==> config.mk <==
export PLATFORM = sky130hd
export DESIGN_NAME = seq_detect_scheduler_flat
export DESIGN_NICKNAME = d
export VERILOG_FILES = /design/src/rtl/seq_detect_scheduler_if.sv /design/src/rtl/seq_detect_scheduler.sv /design/src/flat_wrapper.sv
export SDC_FILE = /design/constraint.sdc
export NUM_CORES = 1
export LEC_CHECK = 0
export ABC_AREA = 0
export CAP_MARGIN = 20
export CORE_MARGIN = 3
export CORE_UTILIZATION = 50
export CTS_BUF_LIST = sky130_fd_sc_hd__clkbuf_4 sky130_fd_sc_hd__clkbuf_8 sky130_fd_sc_hd__clkbuf_16
export DETAILED_ROUTE_END_ITERATION = 7
export PLACE_DENSITY = 0.9
export SKIP_CTS_REPAIR_TIMING = 1
export SYNTH_ARGS = -nofsm -noshare
export SYNTH_HDL_FRONTEND = slang
export SYNTH_SLANG_ARGS = --single-unit
==> constraint.sdc <==
create_clock -name clk -period 1.9 [get_ports clk]
set_input_delay 0.38 -clock clk [delete_from_list [all_inputs] [get_ports clk]]
set_output_delay 0.38 -clock clk [all_outputs]
set_load 0.01 [all_outputs]
==> src/rtl/seq_detect_scheduler_if.sv <==
// Word-in / result-out handshake plus the detector side-band of the sequence-detect scheduler.
interface seq_detect_scheduler_if #(
    parameter int unsigned WORD_W = 8,
    parameter int unsigned CNT_W  = 4
);
    // word producer side
    logic              in_valid;
    logic              in_ready;
    logic [WORD_W-1:0] in_word;
    logic              in_keep;
    logic              flush;

    // detector side
    logic              det_bit;
    logic              det_clr;
    logic              det_hit;

    // result consumer side
    logic              out_valid;
    logic              out_ready;
    logic [CNT_W-1:0]  out_count;
    logic              out_last;

    // scheduler view
    modport slave (
        input  in_valid, in_word, in_keep, flush, det_hit, out_ready,
        output in_ready, det_bit, det_clr, out_valid, out_count, out_last
    );

    // producer / detector / consumer view
    modport master (
        output in_valid, in_word, in_keep, flush, det_hit, out_ready,
        input  in_ready, det_bit, det_clr, out_valid, out_count, out_last
    );
endinterface

==> src/rtl/seq_detect_scheduler.sv <==
// Serializes words MSB-first into a Mealy sequence detector, optionally clearing it first,
// and reports the number of detector hits per word on a valid/ready result port.
module seq_detect_scheduler #(
    parameter int unsigned WORD_W = 8,
    parameter int unsigned CNT_W  = 4
) (
    input  logic                  clk,
    input  logic                  reset,
    seq_detect_scheduler_if.slave bus
);
    localparam int unsigned       IDX_W    = (WORD_W > 2) ? $clog2(WORD_W) : 1;
    localparam logic [IDX_W-1:0]  IDX_LAST = IDX_W'(WORD_W - 1);
    localparam logic [CNT_W-1:0]  CNT_MAX  = '1;

    // elaboration-time parameter sanity
    if (WORD_W < 2) begin : g_bad_word_w
        $error("seq_detect_scheduler: WORD_W must be at least 2");
    end
    if (CNT_W < $clog2(WORD_W + 1)) begin : g_bad_cnt_w
        $error("seq_detect_scheduler: CNT_W too narrow for WORD_W hits");
    end

    typedef enum logic [1:0] {
        ST_IDLE,
        ST_CLEAR,
        ST_SHIFT,
        ST_DONE
    } state_t;

    state_t            state;
    state_t            state_nxt;
    logic [WORD_W-1:0] shreg;
    logic [WORD_W-1:0] shreg_nxt;
    logic [IDX_W-1:0]  bit_idx;
    logic [IDX_W-1:0]  bit_idx_nxt;
    logic [CNT_W-1:0]  cnt;
    logic [CNT_W-1:0]  cnt_nxt;
    logic              force_clr;
    logic              force_clr_nxt;

    logic              det_bit_q;
    logic              det_clr_q;
    logic              out_valid_q;
    logic [CNT_W-1:0]  out_count_q;
    logic [CNT_W-1:0]  out_count_nxt;
    logic              out_last_q;
    logic              out_last_nxt;

    logic              in_ready_c;
    logic              accept_c;

    // Ready only out of reset, never during flush; in DONE the result handshake frees the slot.
    always_comb begin
        in_ready_c = 1'b0;
        if (reset && !bus.flush) begin
            in_ready_c = (state == ST_IDLE) || ((state == ST_DONE) && bus.out_ready);
        end
        accept_c = in_ready_c && bus.in_valid;
    end

    // Next-state and datapath updates; flush overrides every handshake.
    always_comb begin
        state_nxt     = state;
        shreg_nxt     = shreg;
        bit_idx_nxt   = bit_idx;
        cnt_nxt       = cnt;
        force_clr_nxt = force_clr;
        out_count_nxt = out_count_q;
        out_last_nxt  = out_last_q;

        if (bus.flush) begin
            state_nxt     = ST_IDLE;
            force_clr_nxt = 1'b1;
        end else begin
            case (state)
                ST_IDLE: begin
                    state_nxt = ST_IDLE;
                end
                ST_CLEAR: begin
                    state_nxt = ST_SHIFT;
                end
                ST_SHIFT: begin
                    // det_hit belongs to the bit currently on det_bit
                    if (bus.det_hit && (cnt != CNT_MAX)) begin
                        cnt_nxt = cnt + CNT_W'(1);
                    end
                    shreg_nxt   = shreg << 1;
                    bit_idx_nxt = bit_idx + IDX_W'(1);
                    if (bit_idx == IDX_LAST) begin
                        state_nxt     = ST_DONE;
                        out_count_nxt = cnt_nxt;
                        out_last_nxt  = bus.det_hit;
                    end
                end
                ST_DONE: begin
                    if (bus.out_ready) begin
                        state_nxt = ST_IDLE;
                    end
                end
                default: begin
                    state_nxt = ST_IDLE;
                end
            endcase

            // a new word may be taken from IDLE or back-to-back from DONE
            if (accept_c) begin
                shreg_nxt     = bus.in_word;
                bit_idx_nxt   = '0;
                cnt_nxt       = '0;
                force_clr_nxt = 1'b0;
                state_nxt     = (!bus.in_keep || force_clr) ? ST_CLEAR : ST_SHIFT;
            end
        end
    end

    // State and datapath registers.
    always_ff @(posedge clk or negedge reset) begin
        if (!reset) begin
            state     <= ST_IDLE;
            shreg     <= '0;
            bit_idx   <= '0;
            cnt       <= '0;
            force_clr <= 1'b1;
        end else begin
            state     <= state_nxt;
            shreg     <= shreg_nxt;
            bit_idx   <= bit_idx_nxt;
            cnt       <= cnt_nxt;
            force_clr <= force_clr_nxt;
        end
    end

    // Registered outputs, decoded from the upcoming state so they line up with it.
    always_ff @(posedge clk or negedge reset) begin
        if (!reset) begin
            det_bit_q   <= 1'b0;
            det_clr_q   <= 1'b0;
            out_valid_q <= 1'b0;
            out_count_q <= '0;
            out_last_q  <= 1'b0;
        end else begin
            det_bit_q   <= (state_nxt == ST_SHIFT) && shreg_nxt[WORD_W-1];
            det_clr_q   <= (state_nxt == ST_CLEAR);
            out_valid_q <= (state_nxt == ST_DONE);
            out_count_q <= out_count_nxt;
            out_last_q  <= out_last_nxt;
        end
    end

    assign bus.in_ready  = in_ready_c;
    assign bus.det_bit   = det_bit_q;
    assign bus.det_clr   = det_clr_q;
    assign bus.out_valid = out_valid_q;
    assign bus.out_count = out_count_q;
    assign bus.out_last  = out_last_q;

endmodule

==> src/flat_wrapper.sv <==
// flat-port wrapper written by rule: the top's interface ports become plain ports
module seq_detect_scheduler_flat 
#(
    parameter int unsigned WORD_W = 8,
    parameter int unsigned CNT_W  = 4
)
  (clk, reset, bus_in_valid, bus_in_word, bus_in_keep, bus_flush, bus_det_hit, bus_out_ready, bus_in_ready, bus_det_bit, bus_det_clr, bus_out_valid, bus_out_count, bus_out_last);
  seq_detect_scheduler_if #(.WORD_W(WORD_W), .CNT_W(CNT_W)) bus_i ();
  input  logic clk;
  input  logic reset;
  input wire logic [$bits(bus_i.in_valid)-1:0] bus_in_valid;
  input wire logic [$bits(bus_i.in_word)-1:0] bus_in_word;
  input wire logic [$bits(bus_i.in_keep)-1:0] bus_in_keep;
  input wire logic [$bits(bus_i.flush)-1:0] bus_flush;
  input wire logic [$bits(bus_i.det_hit)-1:0] bus_det_hit;
  input wire logic [$bits(bus_i.out_ready)-1:0] bus_out_ready;
  output wire logic [$bits(bus_i.in_ready)-1:0] bus_in_ready;
  output wire logic [$bits(bus_i.det_bit)-1:0] bus_det_bit;
  output wire logic [$bits(bus_i.det_clr)-1:0] bus_det_clr;
  output wire logic [$bits(bus_i.out_valid)-1:0] bus_out_valid;
  output wire logic [$bits(bus_i.out_count)-1:0] bus_out_count;
  output wire logic [$bits(bus_i.out_last)-1:0] bus_out_last;
  assign bus_i.in_valid = bus_in_valid;
  assign bus_i.in_word = bus_in_word;
  assign bus_i.in_keep = bus_in_keep;
  assign bus_i.flush = bus_flush;
  assign bus_i.det_hit = bus_det_hit;
  assign bus_i.out_ready = bus_out_ready;
  assign bus_in_ready = bus_i.in_ready;
  assign bus_det_bit = bus_i.det_bit;
  assign bus_det_clr = bus_i.det_clr;
  assign bus_out_valid = bus_i.out_valid;
  assign bus_out_count = bus_i.out_count;
  assign bus_out_last = bus_i.out_last;
  seq_detect_scheduler #(.WORD_W(WORD_W), .CNT_W(CNT_W)) u_core (.clk(clk), .reset(reset), .bus(bus_i));
endmodule
==> flow_summary.yaml <==
outcome:
  status: "finished, final reports clean"
timing:
  relSlewSlack_pct: 80.5
  max_slew.worst_pin.slew_ns: 0.292
  skew_ns: 0.0119
  grt_setup_unrepaired: "no"
  timing.hold.ws_ns: 0.430
  finalHoldViolCount: 0
  period_minus_slack_ns: 1.83
  slew_violations: 0
  setup-violations-final: 0
  layout_setup_ws_ns: 0.0657
  timing.final.crit_share_pct: 96.5
  fmax_mhz: 545
floorplan:
  core_um2: 2250
  initial_core_util_pct: 54.1
  io_pins: 24
  die-width_um: 55.4
  die_h_um: 55.4
  dieArea_um2: 3070
  fp-row-count: 17
drt:
  detail_route.vias_per_cell: 5.45
  routed_wl_um: 2610
  ant_nets: 0
  drt_iter0_drc: 23
  num_vias: 992
  routedWlPerCell_um: 14.3
  drtPass1Iterations: 4
  drcViolationCount: 0
worst_hold_path:
  hold_class: "in -> async"
yosys:
  synth_cell_types: 32
  synth_top_family_by_area: "compound AO/OA/AOI/OAI gates"
  synthArstFlopShare_pct: 100
  synthAdderAreaFrac_pct: 3.08
  synth_cells: 112
  syn_nets: 130
  synth_ff_type: "dfrtp_1"
  synth_xor_area_share_pct: 1.44
  synth_top_area_share_pct: 51.3
  yosys.area_share.simple_pct: 13.7
  synth_common_cells: "dfrtp_1 (25), nand2_1 (18), o21ai_0 (11)"
  synth.avg_cell_area_um2: 10.9
  synth_edf_count: 0
  synth.mux.area_fraction_pct: 8.62
  yosys_register_bits: 26
  post-synth-top-count-cell: "dfrtp_1"
  yosys-top-cells-area: "dfrtp_1 (51%), nand2_1 (5.5%), mux2i_1 (4.9%)"
  synth_top_cell_by_area: "dfrtp_1"
  synth_compound_area_share_pct: 17.6
  ys_seq_area_share_pct: 53.5
  yosysWarnings: 0
  syn_area_um2: 1220
worst_setup_path:
  r2r_cells: 5
  crit_path_end_kind: "primary output"
  reg2reg_from: "u_core.state[0]"
  worstPathArrival_ns: 1.45
  timing.rr.end: "u_core.bus.det_bit"
  crit_path_start_kind: "register"
  crit_type: "reg -> out"
  worstSetupStartpoint: "u_core.state[1]"
  worstPathMaxFanout: 5
  cp.required_ns: 1.52
  r2r_slack_ns: 0.15
final_layout:
  finish.instance_area_um2: 1660
  syn2layout_area_growth_pct: 36.3
  multi_input_comb_area_um2: 543
  layout.nets: 173
  diodes: 0
  fillers: 147
  seqCellArea_um2: 652
  drive_gt1_share_pct: 20.8
clock_tree:
  cts_tree: "yes"
  clkSlewWorstSetupHoldPaths_ns: 0.14
  cts_root_buf: "clkbuf_4"
  cts_made_buffers: 3
  cts_sinks: 26
  cts_htree_levels: 1
  clock_path_buffers: 2
  clk_latency_ns: 0.33
power:
  leakagePower_nw: 0.801
  powerDensity_nw_per_um2: 793
  vdd_ir_drop_max_mv: 0.613
placement:
  dp_hpwl_um: 1910
  port_buffers: 23
  place_ws_ns: -0.213
  place_area_um2: 1590
  gp_congestion: 0.866
global_routing:
  grt_max_degree: 16
  grt_pass1_vias: 985
  grt_first_pass_wirelength_um: 4340
  antenna_found_initial: 0
  gr-total-overflow: 0
  grt_usage_pct: 17.8
flow_run:
  max_cap_violations: 0
[cell usage in the layout, fill, tap and decap left out, types with 3 or more instances in the layout]
cell and count:
o21ai_0 11, inv_1 3, ha_1 3, a21oi_1 4, nand2_1 18, a21o_1 4
mux2i_1 6, nor2_1 4, a22o_1 5, mux2_2 4, clkdlybuf4s50_1 22, buf_4 18
dfrtp_1 25, clkbuf_4 3
[kinds of logic (layout without fill, tap and decap cells)]
kind of cell	count (synthesis)	after routing
compound gates	31	31
simple gates	34	34
xor+xnor	2	2
buf+inv	6	48
fa+ha+maj	3	3
mux	10	10
flops	26	26
[metal layers]
layer,global-route usage (%),up-vias,routed length [um]
li1,-,480,-
met1,21.9,481,1090
met2,31.3,25,1380
met3,2.10,6,100
met4,7.29,0,38
met5,0,-,0
[area by class of cell]
class	instances	share of cell area (%)
clock buffers	3	1.36
multi-input cells	80	32.7
well taps	28	2.11
repair buffers	41	22.1
flip-flops and latches	26	39.2
inverters	3	0.678
clock inverters	1	1.81
[registers in the layout, indices dropped and copies added (netlist names), 2 cells and up]
signal                flops
u_core.state              2
u_core.shreg              8
u_core.cnt                4
u_core.bit_idx            3
u_core.bus.out_count      4
[metrics by stage]
stage	power [W]	util, %	cells	setup TNS, ns
after floorplan	0.000823	-	112	0
after global placement	0.000920	70.5	176	-0.437
after detailed placement	0.000943	70.5	176	-0.909
after CTS	0.00132	72.8	180	-0.288
after global routing	0.00139	73.7	182	0
final	0.00132	73.7	182	0
[worst max-delay path: stages (launching register included)]
cell            delay, ns
dfrtp_1              0.45
buf_4                0.16
nand3_1              0.10
nand2_1              0.07
and3b_1              0.18
dlymetal6s2s_1       0.17
[power breakdown]
group | total [W] | switching, W | internal (W)
logic | 0.000253 | 0.000111 | 0.000142
clock network | 0.000378 | 0.000164 | 0.000213
registers | 0.000686 | 0.0000505 | 0.000636
total | 0.00132 | 0.000326 | 0.000992
[worst max-delay path by stage]
stage / endpoint / slack, ns
final: bus_in_ready / 0.07
after global routing: bus_in_ready / 0.003
after CTS: bus_in_ready / -0.29
after detailed placement: bus_in_ready / -0.21
after global placement: bus_in_ready / -0.18
after floorplan: u_core.cnt[0] / 0.27
Power figures use the tool's default switching activity.
